[src/rtl/console_rx.sv]
// Console UART receiver: 2-flop input synchroniser, 8N1 deframer with a
// per-frame latched divider, and a small receive FIFO read through a
// register-style interface (32-bit divider, all-ones data when empty).
module console_rx #(
  parameter int          FIFO_DEPTH = 8,
  parameter logic [31:0] DIV_RESET  = 32'd53333
) (
  input  logic        CLK,
  input  logic        RST,
  input  logic        SER_RX,
  input  logic [3:0]  DIV_WE,
  input  logic [31:0] DIV_DI,
  output logic [31:0] DIV_DO,
  input  logic        DAT_RE,
  output logic [31:0] DAT_DO,
  output logic        RX_VALID,
  output logic        RX_OVERRUN,
  output logic        FRAME_ERR,
  input  logic        ERR_CLR
);

  localparam int         AW      = (FIFO_DEPTH > 1) ? $clog2(FIFO_DEPTH) : 1;
  localparam logic [AW:0] DEPTH_C = (AW+1)'(FIFO_DEPTH);

  typedef enum logic [2:0] {
    IDLE,
    START,
    DATA,
    STOP,
    WAIT_HIGH
  } state_t;

  // ---------------------------------------------------------------------
  // Input synchroniser; idles high so reset never looks like a start bit
  // ---------------------------------------------------------------------
  logic [1:0] sync_pipe;
  logic       sync;

  // Two-stage capture of the asynchronous serial line
  always_ff @(posedge CLK) begin
    if (RST) sync_pipe <= 2'b11;
    else     sync_pipe <= {sync_pipe[0], SER_RX};
  end

  assign sync = sync_pipe[1];

  // ---------------------------------------------------------------------
  // Divider register with per-byte write enables
  // ---------------------------------------------------------------------
  logic [31:0] div;
  logic [31:0] div_eff;

  // Byte-lane writes into the divider
  always_ff @(posedge CLK) begin
    if (RST) begin
      div <= DIV_RESET;
    end else begin
      for (int i = 0; i < 4; i++) begin
        if (DIV_WE[i]) div[8*i +: 8] <= DIV_DI[8*i +: 8];
      end
    end
  end

  assign DIV_DO  = div;
  // Tiny dividers leave no room for a mid-bit sample; clamp to 4
  assign div_eff = (div < 32'd4) ? 32'd4 : div;

  // ---------------------------------------------------------------------
  // Deframer FSM
  // ---------------------------------------------------------------------
  state_t      state, state_n;
  logic [31:0] cnt, cnt_n;
  logic [31:0] div_q, div_q_n;
  logic [2:0]  bitn, bitn_n;
  logic [7:0]  shreg, shreg_n;
  logic        push;
  logic        ferr_set;

  // FSM state and datapath registers
  always_ff @(posedge CLK) begin
    if (RST) begin
      state <= IDLE;
      cnt   <= '0;
      div_q <= DIV_RESET;
      bitn  <= '0;
      shreg <= '0;
    end else begin
      state <= state_n;
      cnt   <= cnt_n;
      div_q <= div_q_n;
      bitn  <= bitn_n;
      shreg <= shreg_n;
    end
  end

  // Next-state logic; div_q freezes the divider for the whole frame
  always_comb begin
    state_n  = state;
    cnt_n    = cnt;
    div_q_n  = div_q;
    bitn_n   = bitn;
    shreg_n  = shreg;
    push     = 1'b0;
    ferr_set = 1'b0;
    case (state)
      IDLE: begin
        if (!sync) begin
          state_n = START;
          div_q_n = div_eff;
          cnt_n   = (div_eff >> 1) - 32'd1;
        end
      end
      START: begin
        if (cnt == '0) begin
          if (sync) begin
            state_n = IDLE;
          end else begin
            state_n = DATA;
            bitn_n  = '0;
            cnt_n   = div_q - 32'd1;
          end
        end else begin
          cnt_n = cnt - 32'd1;
        end
      end
      DATA: begin
        if (cnt == '0) begin
          shreg_n = {sync, shreg[7:1]};
          cnt_n   = div_q - 32'd1;
          if (bitn == 3'd7) state_n = STOP;
          else              bitn_n  = bitn + 3'd1;
        end else begin
          cnt_n = cnt - 32'd1;
        end
      end
      STOP: begin
        if (cnt == '0) begin
          if (sync) begin
            push    = 1'b1;
            state_n = IDLE;
          end else begin
            ferr_set = 1'b1;
            state_n  = WAIT_HIGH;
          end
        end else begin
          cnt_n = cnt - 32'd1;
        end
      end
      WAIT_HIGH: begin
        if (sync) state_n = IDLE;
      end
      default: state_n = IDLE;
    endcase
  end

  // ---------------------------------------------------------------------
  // Receive FIFO
  // ---------------------------------------------------------------------
  logic [7:0]    mem [FIFO_DEPTH];
  logic [AW-1:0] wr_ptr, rd_ptr;
  logic [AW:0]   count;
  logic          full, empty, pop, wr_en, ovr_set;

  assign full    = (count == DEPTH_C);
  assign empty   = (count == '0);
  assign pop     = DAT_RE && !empty;
  // A same-cycle pop frees the slot, so a full FIFO still accepts the push
  assign wr_en   = push && (!full || pop);
  assign ovr_set = push && full && !pop;

  // Storage array; contents need no reset since occupancy gates reads
  always_ff @(posedge CLK) begin
    if (!RST && wr_en) mem[wr_ptr] <= shreg;
  end

  // Pointers and occupancy
  always_ff @(posedge CLK) begin
    if (RST) begin
      wr_ptr <= '0;
      rd_ptr <= '0;
      count  <= '0;
    end else begin
      if (wr_en) wr_ptr <= wr_ptr + AW'(1);
      if (pop)   rd_ptr <= rd_ptr + AW'(1);
      case ({wr_en, pop})
        2'b10:   count <= count + 1'b1;
        2'b01:   count <= count - 1'b1;
        default: count <= count;
      endcase
    end
  end

  assign RX_VALID = !empty;
  assign DAT_DO   = empty ? 32'hFFFF_FFFF : {24'h0, mem[rd_ptr]};

  // ---------------------------------------------------------------------
  // Sticky error flags; a new error beats a same-cycle clear
  // ---------------------------------------------------------------------

  // Overrun and framing error flags
  always_ff @(posedge CLK) begin
    if (RST) begin
      RX_OVERRUN <= 1'b0;
      FRAME_ERR  <= 1'b0;
    end else begin
      if (ERR_CLR) begin
        RX_OVERRUN <= 1'b0;
        FRAME_ERR  <= 1'b0;
      end
      if (ovr_set)  RX_OVERRUN <= 1'b1;
      if (ferr_set) FRAME_ERR  <= 1'b1;
    end
  end

endmodule

[config.mk]
export PLATFORM = sky130hd
export DESIGN_NAME = console_rx
export DESIGN_NICKNAME = d
export VERILOG_FILES = /design/src/rtl/console_rx.sv
export SDC_FILE = /design/constraint.sdc
export NUM_CORES = 1
export LEC_CHECK = 0
export BUFFER_PORTS_ARGS = -buffer_cell sky130_fd_sc_hd__buf_2
export CAP_MARGIN = 20
export CORE_MARGIN = 4
export CORE_UTILIZATION = 48
export DETAILED_ROUTE_END_ITERATION = 12
export PLACE_DENSITY = 0.67
export SYNTH_ARGS = -nofsm -noshare
export SYNTH_HDL_FRONTEND = slang
export SYNTH_SLANG_ARGS = --single-unit
[constraint.sdc]
create_clock -name CLK -period 4 [get_ports CLK]
set_clock_uncertainty 0.2 [all_clocks]
set_input_delay 0 -clock CLK [delete_from_list [all_inputs] [get_ports CLK]]
set_output_delay 0 -clock CLK [all_outputs]
set_load 0.005 [all_outputs]
# Word-level counts from Yosys, hierarchy flattened

Memories as Yosys holds them, arrays and structs flattened. A register that Yosys moved wholly into a read port is not among the register bits.
Index checks and enable logic that the tools add are counted.

Add/sub/neg operators: 8
Bitwise operators: 1
Mux-type cells: 36
Reductions and logical operators: 23
Equal/unequal tests: 18
Magnitude comparators: 1

Operator list:

| operator              | number |
|---|---|
| $mux 32               | 7 |
| $pmux 32 s4           | 1 |
| $sub 32x1->32 const B | 2 |
| $mux 3                | 13 |
| $logic_not 32->1      | 1 |
| $lt 32x3->1 const B   | 1 |
| $sub 31x1->32 const B | 1 |
| $ne 2x2->1 const B    | 9 |
| $pmux 3 s5            | 1 |
| $mux 1                | 11 |
| $add 3x1->3 const B   | 3 |
| $pmux 4 s2            | 1 |
| $reduce_bool 2->1     | 4 |
| $eq 3x2->1 const B    | 2 |
| $eq 3x3->1 const B    | 2 |
| $pmux 3 s2            | 1 |
| $reduce_and 6->1      | 1 |
| $logic_and 1x1->1     | 5 |
| $reduce_and 5->1      | 1 |
| $add 4x1->4 const B   | 1 |
| $eq 4x4->1 const B    | 1 |
| $logic_not 1->1       | 4 |
| $logic_not 4->1       | 1 |
| $reduce_and 2->1      | 2 |
| 11 further kinds      | 11 |

Memories: 1
Logic and storage cells: 103
Bits in writable memories: 64
Input port bits: 41
Output and inout port bits: 67
Register bits: 124

Memories:

| memory | depth | width | read ports | clocked after Yosys merged registers in | wr ports | line | source |
|---|---|---|---|---|---|---|---|
| mem    | 8     | 8     | 1          | 1                                       | 1        | 159  | `logic [7:0] mem [FIFO_DEPTH];` |

# Depth between registers and ports, before layout

Gate-level depths: netlist (run 1).

Word-level depth: 8
Gate-level depth with buffers: 13
Gate-level depth less buffers: 13

# Least setup slack after synthesis (run 1)

No wires, ideal clock.

Path type: register to register
From: reg cnt[8]
To: mem mem[0][0] (enable)
Period minus slack after synthesis: 3.551 ns
Data arrival time: 2.967 ns
Library setup time: 0.383 ns
Cell stages (with the launch flop): 9
Path buffers: 2
Setup slack: 0.449 ns
Required time: 3.417 ns
Cells stage by stage: dfxtp_1 > or4_1 > buf_2 > or4_4 > buf_6 > nor3_1 > nand3_1 > or3_1 > nor3_1

Cells in the longest elaborated chain, start to end: 7

Ends and longest elaborated chain:

| element                      | line | source |
|---|---|---|
| from (decl)                  | 72   | `logic [31:0] cnt, cnt_n;` |
| from (signal assigned)       | 89   | `cnt <= cnt_n;` |
| $logic_not 32->1             | 137  | `if (cnt == '0) begin` |
| $mux 1                       | 137  |  |
| $mux 1                       | 105  | `case (state)` |
| $logic_and 1x1->1            | 168  | `assign wr_en = push && (!full \|\| pop);` |
| $logic_and 1x1->1            | 173  | `if (!RST && wr_en) mem[wr_ptr] <= shreg;` |
| $mux 1                       | 173  |  |
| $mux 1 (not written as such) | 173  |  |
| to (decl)                    | 159  |  |

Every way passes these cells.

# Worst setup path after layout (run 1)

From: reg cnt[2]
To: reg count[3]

Cells in the longest elaborated chain, start to end: 6
Elaborated cells on any way between the ends: 8
Those cells by class: 2 x eq/ne; 3 x mux; 3 x reduce/logical

Ends and longest elaborated chain:

| element                                         | line | source |
|---|---|---|
| $logic_not 32->1 (*)                            | 137  |  |
| $mux 1 (*)                                      | 137  |  |
| $mux 1 (*)                                      | 105  |  |
| $logic_and 1x1->1 (*)                           | 168  |  |
| $eq 2x1->1 or $eq 2x2->1 (tied branches)        | 185  | `case ({wr_en, pop})` |
| $pmux 4 s2 or $reduce_bool 2->1 (tied branches) | --   |  |
| to (signal assigned)                            | 186  | `2'b10: count <= count + 1'b1;` |
| to (signal assigned)                            | 187  | `2'b01: count <= count - 1'b1;` |
| to (signal assigned)                            | 188  | `default: count <= count;` |
| to (decl)                                       | 161  | `logic [AW:0] count;` |

Mark *: on every way between the ends. The rest lies on a longest branch, timed or not.
A chain may end at the register's enable or synchronous reset.

==> impl_results.md, run 1 <==
- CTS clk-pin slew, worst paths: 70 ps
- Top-Level Pins: 108
- DRT iter0 DRCs: 489
- CTS Buffer Depth: 2
- Worst R2R Path Depth: 11
- Synthesized area: 0.00965 mm2
- Via-per-instance ratio: 5.59
- EDFF count, synth: 64
- Ys flop type: dfxtp_1
- Sw frac: 30.6%
- CP Capture Type: flop
- CTS sink count: 191
- Num CTS Buffers: 17
- Hpwl dp: 16600 um
- Setup CP Type: reg2reg
- Number of setup buffers added after CTS: 0
- Crit path DAT: 3750 ps
- R2R Setup Slk: 370 ps
- Vias: 8147
- Initial antenna violation count: 0
- Fmax: 275 MHz
- Post-Route WL: 24800 um
- Share of post-route cells with drive strength above 1: 16.3%
- Placed Instance Area: 0.0103 mm2
- Crit path from: cnt[2]
- MaxCap Viol Count: 0
- Drt drc: 0
- Synthesized flop and latch total: 191
- Outcome: finished clean
- Global-route usage over all layers: 22.3%
- Cells after Synth: 1033
- Setup-failing EPs final: 0
- ANT cells: 0
- Area growth syn-to-layout: 21.3%
- Critical Path RT: 4120 ps
- Crit path top cell by count: a21oi_1
- Total power: 0.00525 W
- Hold Crit Class: in2reg
- Global route overflow: 0
- Slowest cell on the critical path: nor4_1
- Synth Warn #: 0
- Seq/Total Area, Yosys: 46.3%
- Initial Util: 49.3%
- Worst Setup Start Kind: flop
- CP Capture Point: count[3]
- Worst slew margin: 42.5%
- Core area: 0.0196 mm2
- Crit-path cells: or3_1, nor4_1, nand3_1, o31ai_1, inv_1, ha_1, a21o_1, a21oi_1, nor3_1, a21oi_1, mux2_2
- Commonest non-fill, non-tap cells in the layout: 127 x dfxtp_1, 121 x nand2_1, 110 x nor2_1
- Wire per inst: 17.0 um
- Worst hold slack: 101 ps
- Worst Hold Depth: 3
- Largest stage delay on the critical path: 540 ps
- Sw power: 0.00161 W
- Die area: 0.0224 mm2
- Final Hold Viols: 0
- Hold Buf Count CTS: 79
- TNS Setup: 0 ps
- Comb pwr share: 26.6%
- Clock Latency Late Sink: 430 ps
- Post-Syn Area per Cell: 9.34 um2
- Layout Nets: 1230
- RSZ-0062 raised after global routing: no
- Asr flop ratio synth: 0%
- P_leak: 4.33 nW
- Syn Nets: 1083
- Clock Power Share: 31.9%
- Row count: 51
- Worst vdd ir: 344 uV
- Crit path max fanout: 8
- Routed Antenna Nets: 0
- Reg2reg start: cnt[2]
- Slew @ Worst Pin: 855 ps
- Port Buffer Count: 107
- Yosys cell types: 64
- Most common cell after layout, fill and taps aside: dfxtp_1
- Minimum clock period: 3630 ps
- Htree depth: 4
- Chip Width: 150 um
- Final instance area: 0.0117 mm2
- Gpl congestion: 0.892
- First-pass GRT wire length: 40100 um
- Max-slew violations: 0
- PD cells: 448 mW/mm2
- Sequential power share: 41.6%
- TritonRoute pass-1 iters: 5
- Clock root buffer: clkbuf_16
- Largest net degree at the start of global routing: 85
- Chip height: 150 um
- CTS tree: yes
- Crit share post-route: 90.8%
- Number of global-route vias before repair: 7776
- Post-CTS Resized: 0
- R2r endpoint: count[3]
- Internal power: 0.00364 W
==> critical path: cells and delay by family (launching register included) <==
kind | cells | cell delay [ps]
flops | 1 | 350
fa+ha+maj | 1 | 300
compound gates | 4 | 920
simple gates | 4 | 1270
buf+inv | 1 | 150
mux | 1 | 340
==> kinds of logic (layout without fill, tap and decap cells) <==
kind of cell / count (synthesis) / after routing / synth area share, %
and+or+nand+nor: 433 / 433 / 21.9
DFF: 191 / 191 / 46.3
AOI/OAI and AO/OA: 182 / 182 / 11.9
buffers and inverters: 96 / 256 / 4.82
xor gates and xnor gates: 66 / 66 / 5.99
muxes: 56 / 56 / 7.89
adders and majority gates: 9 / 9 / 1.24
==> cell usage after synthesis, types with 9 or more instances <==
cell	count	area (um2)
a211oi_1	15	113
a21oi_1	75	375
buf_4	24	180
clkbuf_1	47	176
dfxtp_1	127	2540
edfxtp_1	64	1920
inv_1	15	56.3
mux2i_1	39	390
mux4_2	16	360
nand2_1	121	454
nand2b_1	11	68.8
nand3_1	14	70.1
nand3b_1	13	97.6
nor2_1	111	417
nor2b_1	12	75.1
nor3_1	55	275
nor4_1	26	163
o21ai_0	24	120
o22ai_1	11	68.8
or2_2	9	56.3
or3_1	20	125
or4_1	11	82.6
xnor2_1	44	385
xor2_1	22	193
==> registers in the layout, indices dropped and copies added, names as in the netlist, named ones only <==
signal	cells
mem	64
DIV_DO	32
cnt	32
div_q	32
shreg	8
count	4
bitn	3
rd_ptr	3
state	3
wr_ptr	3
sync_pipe	2
FRAME_ERR	1
RX_OVERRUN	1
==> how the worst min path moves through the flow <==
| stage | from | endpoint | slack (ps) |
|---|---|---|---|
| 2_1_floorplan | SER_RX | sync_pipe[0] | -100 |
| 3_3_place_gp | SER_RX | sync_pipe[0] | -20 |
| 3_5_place_dp | SER_RX | sync_pipe[0] | -10 |
| 4_1_cts | SER_RX | sync_pipe[0] | 80 |
| 5_1_grt | SER_RX | sync_pipe[0] | 140 |
| 6_report | SER_RX | sync_pipe[0] | 100 |
==> metal layers <==
metal / share of wire [%] / track usage, % / routed length (um) / vias up
met3: 4.6 / 2.91 / 1150 / 36
met4: 2.1 / 7.55 / 523 / 0
met5: 0 / 0 / 0 / -
li1: - / - / - / 4019
met2: 48 / 36.9 / 11900 / 242
met1: 45 / 30.5 / 11300 / 3850
==> through the flow <==
| step | cells | utilization, % | setup slack [ps] |
|---|---|---|---|
| 6_report | 1458 | 59.8 | 367 |
| 5_1_grt | 1458 | 59.8 | 50.1 |
| 4_1_cts | 1456 | 59.5 | 373 |
| 3_5_place_dp | 1345 | 52.5 | 394 |
| 3_3_place_gp | 1345 | 52.5 | 470 |
| 2_1_floorplan | 1033 | - | 449 |
==> layout make-up <==
cell class	count	area (um2)
sequential	191	4460
clock buffer	20	468
tap	265	332
timing repair buffer	209	1540
inverter	15	56.3
fill	1674	7880
multi-input combinational	746	4730
clock inverter	12	114
==> power groups by stage <==
stage / combinational [W] / sequential [W] / clock (W)
6_report: 0.00139 / 0.00218 / 0.00167
4_1_cts: 0.00134 / 0.00221 / 0.00170
3_5_place_dp: 0.00127 / 0.00225 / 0
3_3_place_gp: 0.00125 / 0.00225 / 0
5_1_grt: 0.00154 / 0.00219 / 0.00178
2_1_floorplan: 0.00116 / 0.00218 / 0
(Power assumes the default switching activity.)
==> run 2: changes to the inputs <==
Settings changed: CELL_PAD_IN_SITES_DETAIL_PLACEMENT set to 0, CELL_PAD_IN_SITES_GLOBAL_PLACEMENT set to 1, CORE_UTILIZATION 48 to 45, PLACE_DENSITY 0.67 to unset, PLACE_DENSITY_LB_ADDON set to 0.1.
==> run 2 against run 1 <==
Effect of this change:
- clock-buffer cell count decreased by 3
- sequential cell count unchanged
- maximum frequency decreased by 0.47%
- hold slack got worse by 23 ps
- sequential power about the same
- highest routed layer unchanged
- worst setup slack got worse by 17 ps
- critical endpoint unchanged
==> impl_results.md, run 2 (synthesized netlist as in run 1, its figures left out) <==
- Outcome: finished clean
- Top-Level Pins: 108 (unchanged)
- Largest net degree at the start of global routing: 80 (-5.9%)
- Commonest non-fill, non-tap cells in the layout: 127 x dfxtp_1, 121 x nand2_1, 110 x nor2_1
- Post-Route WL: 27100 um (+9.1%)
- Crit path top cell by count: a21oi_1
- Initial antenna violation count: 0 (unchanged)
- Vias: 8106 (-0.50%)
- CTS sink count: 191 (unchanged)
- Global-route usage over all layers: 22.9% (+0.61 points)
- Slowest cell on the critical path: nor4_1
- Routed Antenna Nets: 0 (unchanged)
- RSZ-0062 raised after global routing: no
- Worst Setup Start Kind: flop
- Final Hold Viols: 0 (unchanged)
- CTS tree: yes
- Fmax: 274 MHz (-0.47%)
- Htree depth: 4 (unchanged)
- Area growth syn-to-layout: 20.7%
- Final Non-Filler Cells: 1459 (+0.069%)
- Worst vdd ir: 282 uV (-18%)
- Chip height: 154 um (+3.1%)
- Port Buffer Count: 107 (unchanged)
- Num CTS Buffers: 17 (unchanged)
- TNS Setup: 0 ps (unchanged)
- Row count: 53 (+3.9%)
- P_leak: 4.28 nW (-1.3%)
- Post-CTS Resized: 0 (unchanged)
- Via-per-instance ratio: 5.56 (-0.57%)
- Wire per inst: 18.6 um (+9.0%)
- MaxCap Viol Count: 0 (unchanged)
- CTS Buffer Depth: 2 (unchanged)
- Worst slew margin: 40.7% (-1.8 points)
- Crit path max fanout: 8 (unchanged)
- Clock Latency Late Sink: 450 ps (+20 ps)
- Critical Path RT: 4140 ps (+20 ps)
- Core area: 0.0211 mm2 (+7.6%)
- Crit path DAT: 3790 ps (+40 ps)
- Register bank with the most flops: mem
- CTS clk-pin slew, worst paths: 90 ps (+20 ps)
- DRT iter0 DRCs: 491 (+0.41%)
- Global route overflow: 0 (unchanged)
- Setup-failing EPs final: 0 (unchanged)
- CP Capture Type: flop
- Clock root buffer: clkbuf_16
- Chip Width: 154 um (+3.1%)
- Share of post-route cells with drive strength above 1: 16.5% (+0.21 points)
- ANT cells: 0 (unchanged)
- Setup CP Type: reg2reg
- Gpl congestion: 0.813 (-8.8%)
- Most common cell after layout, fill and taps aside: dfxtp_1
- Drt drc: 0 (unchanged)
- Largest stage delay on the critical path: 540 ps (about the same)
- Placed insts: 1357 (+0.89%)
- CP bufs+invs: 1 (unchanged)
- PD cells: 456 mW/mm2 (+1.8%)
- Crit-path cells: or3_1, nor4_1, nand3_1, o31ai_1, inv_1, ha_1, a21o_1, a21oi_1, nor3_1, a21oi_1, mux2_2
- Crit share post-route: 91.3% (+0.43 points)
- Initial Util: 45.8% (-3.5 points)
- Die area: 0.0239 mm2 (+6.3%)
- Largest register FFs: 64 (unchanged)
- Hold Crit Class: in2reg
- First-pass GRT wire length: 43400 um (+8.0%)
- CP top delay family: simple AND/OR/NAND/NOR gates
- TritonRoute pass-1 iters: 5 (unchanged)
- Minimum clock period: 3650 ps (+17.1 ps)
- Max-slew violations: 0 (unchanged)
- Layout Nets: 1221 (-0.73%)
- Slew @ Worst Pin: 888 ps (+32.3 ps)
- Hpwl dp: 18900 um (+14%)
- Number of global-route vias before repair: 7881 (+1.4%)
==> run 2: path summary, 6_finish.rpt <==
path / startpoint / end / slack, ps / depth (start not counted)
setup reg to reg: cnt[2] / count[3] / 350 / 11
hold / removal: SER_RX / sync_pipe[0] / 80 / 3
hold reg to reg: sync_pipe[0] / sync_pipe[1] / 230 / 1
setup / recovery: cnt[2] / count[3] / 350 / 11
==> run 2: what timing repair did <==
item / 4_1_cts / 5_1_grt
setup buffers: 0 / 0
hold endpoints to repair: 73 / 0
hold buffers: 70 / 0
==> run 2: where the power goes <==
| group | switching [W] | internal (W) | total (W) |
|---|---|---|---|
| combinational | 0.000706 | 0.000639 | 0.00135 |
| clock | 0.000901 | 0.000864 | 0.00177 |
| sequential | 0.000135 | 0.00207 | 0.00220 |
==> run 2: layer usage <==
metal | track usage [%] | routed length, um | vias to the layer above
met4 | 7.28 | 633 | 0
met1 | 30.0 | 11800 | 3855
met2 | 38.9 | 13100 | 213
li1 | - | - | 4002
met3 | 3.92 | 1500 | 36
met5 | 0 | 0 | -
==> run 2: worst reg2reg max path, stage by stage, from the launching register on <==
cell and delay, ps:
dfxtp_1 350, or3_1 500, nor4_1 540, nand3_1 210, o31ai_1 390, inv_1 150, ha_1 300, a21o_1 180
a21oi_1 170, nor3_1 60, a21oi_1 150, mux2_2 340
==> run 2: layout make-up <==
| cell class | instances | area [um2] |
|---|---|---|
| fill | 1910 | 9440 |
| multi-input combinational | 746 | 4740 |
| sequential | 191 | 4460 |
| timing repair buffer | 200 | 1410 |
| clock buffer | 17 | 425 |
| tap | 275 | 344 |
| clock inverter | 15 | 204 |
| inverter | 15 | 56.3 |
==> run 2: per-stage QoR <==
| stage | cell area, um2 | power, W | setup WS, ps | util (%) | hold slack, ps |
|---|---|---|---|---|---|
| 4_1_cts | 11600 | 0.00536 | 345 | 55.2 | 85.0 |
| 2_1_floorplan | 9650 | 0.00334 | 449 | - | -96.2 |
| 3_3_place_gp | 10300 | 0.00354 | 412 | 48.9 | -12.7 |
| 3_5_place_dp | 10300 | 0.00354 | 376 | 48.9 | -9.80 |
| 5_1_grt | 11600 | 0.00559 | 149 | 55.2 | 94.1 |
| 6_report | 11600 | 0.00531 | 350 | 55.2 | 78.1 |
==> run 3: changes to the inputs <==
Settings changed: REMOVE_ABC_BUFFERS set to 1.
==> run 3 against run 2 <==
Effect of this change:
- via count down 0.51%
- critical path type unchanged
- final cell count increased by 0.62%
- sequential share of layout area decreased by 0.30 points
- power rose by 0.85%
- sequential cell count is the same
- clock-buffer cell count did not move
- hold slack lost 4.8 ps
- first-iteration DRC count grew 3.9%
- cell area up 0.80%
- global-route usage shrank 0.92 points
==> impl_results.md, run 3 (synthesized netlist as in run 1, its figures left out) <==
- Outcome: finished clean
- Initial antenna violation count: 0 (unchanged)
- Layout Nets: 1230 (+0.74%)
- Largest net degree at the start of global routing: 77 (-3.8%)
- Hold Crit Class: in2reg
- CTS sink count: 191 (unchanged)
- PD cells: 456 mW/mm2 (about the same)
- Commonest non-fill, non-tap cells in the layout: 127 x dfxtp_1, 121 x nand2_1, 110 x nor2_1
- Post-CTS Resized: 0 (unchanged)
- Worst hold slack: 73.3 ps (-4.77 ps)
- Reg2reg start: cnt[8]
- Fill cells: 1982 (+3.8%)
- First-pass GRT wire length: 42200 um (-2.6%)
- Drt drc: 0 (unchanged)
- Max-slew violations: 0 (unchanged)
- Wire per inst: 17.7 um (-4.6%)
- Critical Path RT: 3870 ps (-270 ps)
- Placed Instance Area: 0.0103 mm2 (+0.29%)
- P_leak: 4.33 nW (+1.3%)
- Grt peak-use layer: met2
- Clock Latency Late Sink: 440 ps (about the same)
- Die area: 0.0239 mm2 (unchanged)
- Worst vdd ir: 237 uV (-16%)
- Chip height: 154 um (unchanged)
- Chip Width: 154 um (unchanged)
- DRT iter0 DRCs: 510 (+3.9%)
- CTS clk-pin slew, worst paths: 80 ps (about the same)
- Final instance area: 0.0117 mm2 (+0.80%)
- Port Buffer Count: 107 (unchanged)
- Vias: 8065 (-0.51%)
- Grt met2 use: 38.0% (-0.85 points)
- Worst R2R Path Depth: 6 (-5)
- Worst Setup Start Kind: flop
- CP Capture Type: flop
- Worst slew margin: 29.2% (-11 points)
- R2R Setup Slk: 360 ps (about the same)
- Clock root buffer: clkbuf_16
- Initial Util: 45.8% (unchanged)
- Most common cell after layout, fill and taps aside: dfxtp_1
- R2r endpoint: mem[2][6]
- Crit path from: cnt[8]
- Crit share post-route: 91.1% (-0.17 points)
- TritonRoute pass-1 iters: 5 (unchanged)
- Number of global-route vias before repair: 7736 (-1.8%)
- Crit path DAT: 3510 ps (-280 ps)
- CTS tree: yes
- Global-route usage over all layers: 22.0% (-0.92 points)
- Post-Route WL: 26000 um (-4.0%)
- Fmax: 274 MHz (+0.18%)
- Setup-failing EPs final: 0 (unchanged)
- MaxCap Viol Count: 0 (unchanged)
- Num CTS Buffers: 17 (unchanged)
- CP Capture Point: mem[2][6]
- Largest register FFs: 64 (unchanged)
- CTS Buffer Depth: 2 (unchanged)
- Htree depth: 4 (unchanged)
- Register bank with the most flops: mem
- Met1 Use GR: 29.5% (-0.58 points)
- Global route overflow: 0 (unchanged)
- RSZ-0062 raised after global routing: no
- Core area: 0.0211 mm2 (unchanged)
- Met3 Usage GRT: 2.60% (-1.3 points)
- Minimum clock period: 3640 ps (-6.68 ps)
- Gpl congestion: 0.819 (+0.70%)
- Routed Antenna Nets: 0 (unchanged)
- Via-per-instance ratio: 5.49 (-1.1%)
- Top-Level Pins: 108 (unchanged)
- Final Hold Viols: 0 (unchanged)
- Setup CP Type: reg2reg
- Share of post-route cells with drive strength above 1: 16.8% (+0.38 points)
- Area growth syn-to-layout: 21.6%
- Row count: 53 (unchanged)
- Slew @ Worst Pin: 1060 ps (+174 ps)
- Crit path max fanout: 9 (+1)
- Hpwl dp: 18000 um (-4.9%)
- ANT cells: 0 (unchanged)
-- run 3: worst min path at each step --
stage / from / endpoint / slack, ps / depth (start not counted)
final: SER_RX / sync_pipe[0] / 70 / 3
after global routing: SER_RX / sync_pipe[0] / 90 / 3
after CTS: SER_RX / sync_pipe[0] / 60 / 3
after detailed placement: SER_RX / sync_pipe[0] / -10 / 2
after global placement: SER_RX / sync_pipe[0] / -20 / 2
after floorplan: RST / bitn[0] / -130 / 1
-- run 3: final cells by class --
cell class	instances	area, um2	area share (%)
Clock inverter	15	209	1.78
Tap cell	275	344	2.93
Clock buffer	17	425	3.62
Multi-Input combinational cell	746	4730	40.3
Sequential cell	191	4460	38.0
Inverter	15	56.3	0.480
Timing Repair Buffer	209	1510	12.8
-- run 3: routing by layer --
metal	vias up	wire, um
met1	3842	11800
met4	0	424
met5	-	0
met3	30	887
li1	4023	-
met2	170	12900
-- run 3: stage by stage --
step	setup WS, ps	utilization (%)	total power, W	setup TNS (ps)	std cells
2_1_floorplan	-70.8	-	0.00295	-70.8	952
3_3_place_gp	476	49.1	0.00353	0	1362
3_5_place_dp	347	49.1	0.00353	0	1362
4_1_cts	336	55.5	0.00539	0	1467
5_1_grt	126	55.7	0.00566	0	1468
6_report	357	55.7	0.00536	0	1468
-- run 3: repair_timing --
item | in CTS | in global routing
hold buffers | 73 | 0
setup buffers | 0 | 0
endpoints found under the hold margin | 74 | 0
-- run 3: worst max-delay path, stage by stage, from the launching register on --
cell     delay (ps)
dfxtp_1         370
or4_1           650
or4_4           650
nor3_1          340
nand3_1         150
or3_1           380
nor2_1          540
-- run 3: power by group --
| group | switching (W) | internal, W |
|---|---|---|
| Sequential | 0.000116 | 0.00207 |
| Combinational | 0.000711 | 0.000671 |
| Clock | 0.000916 | 0.000877 |
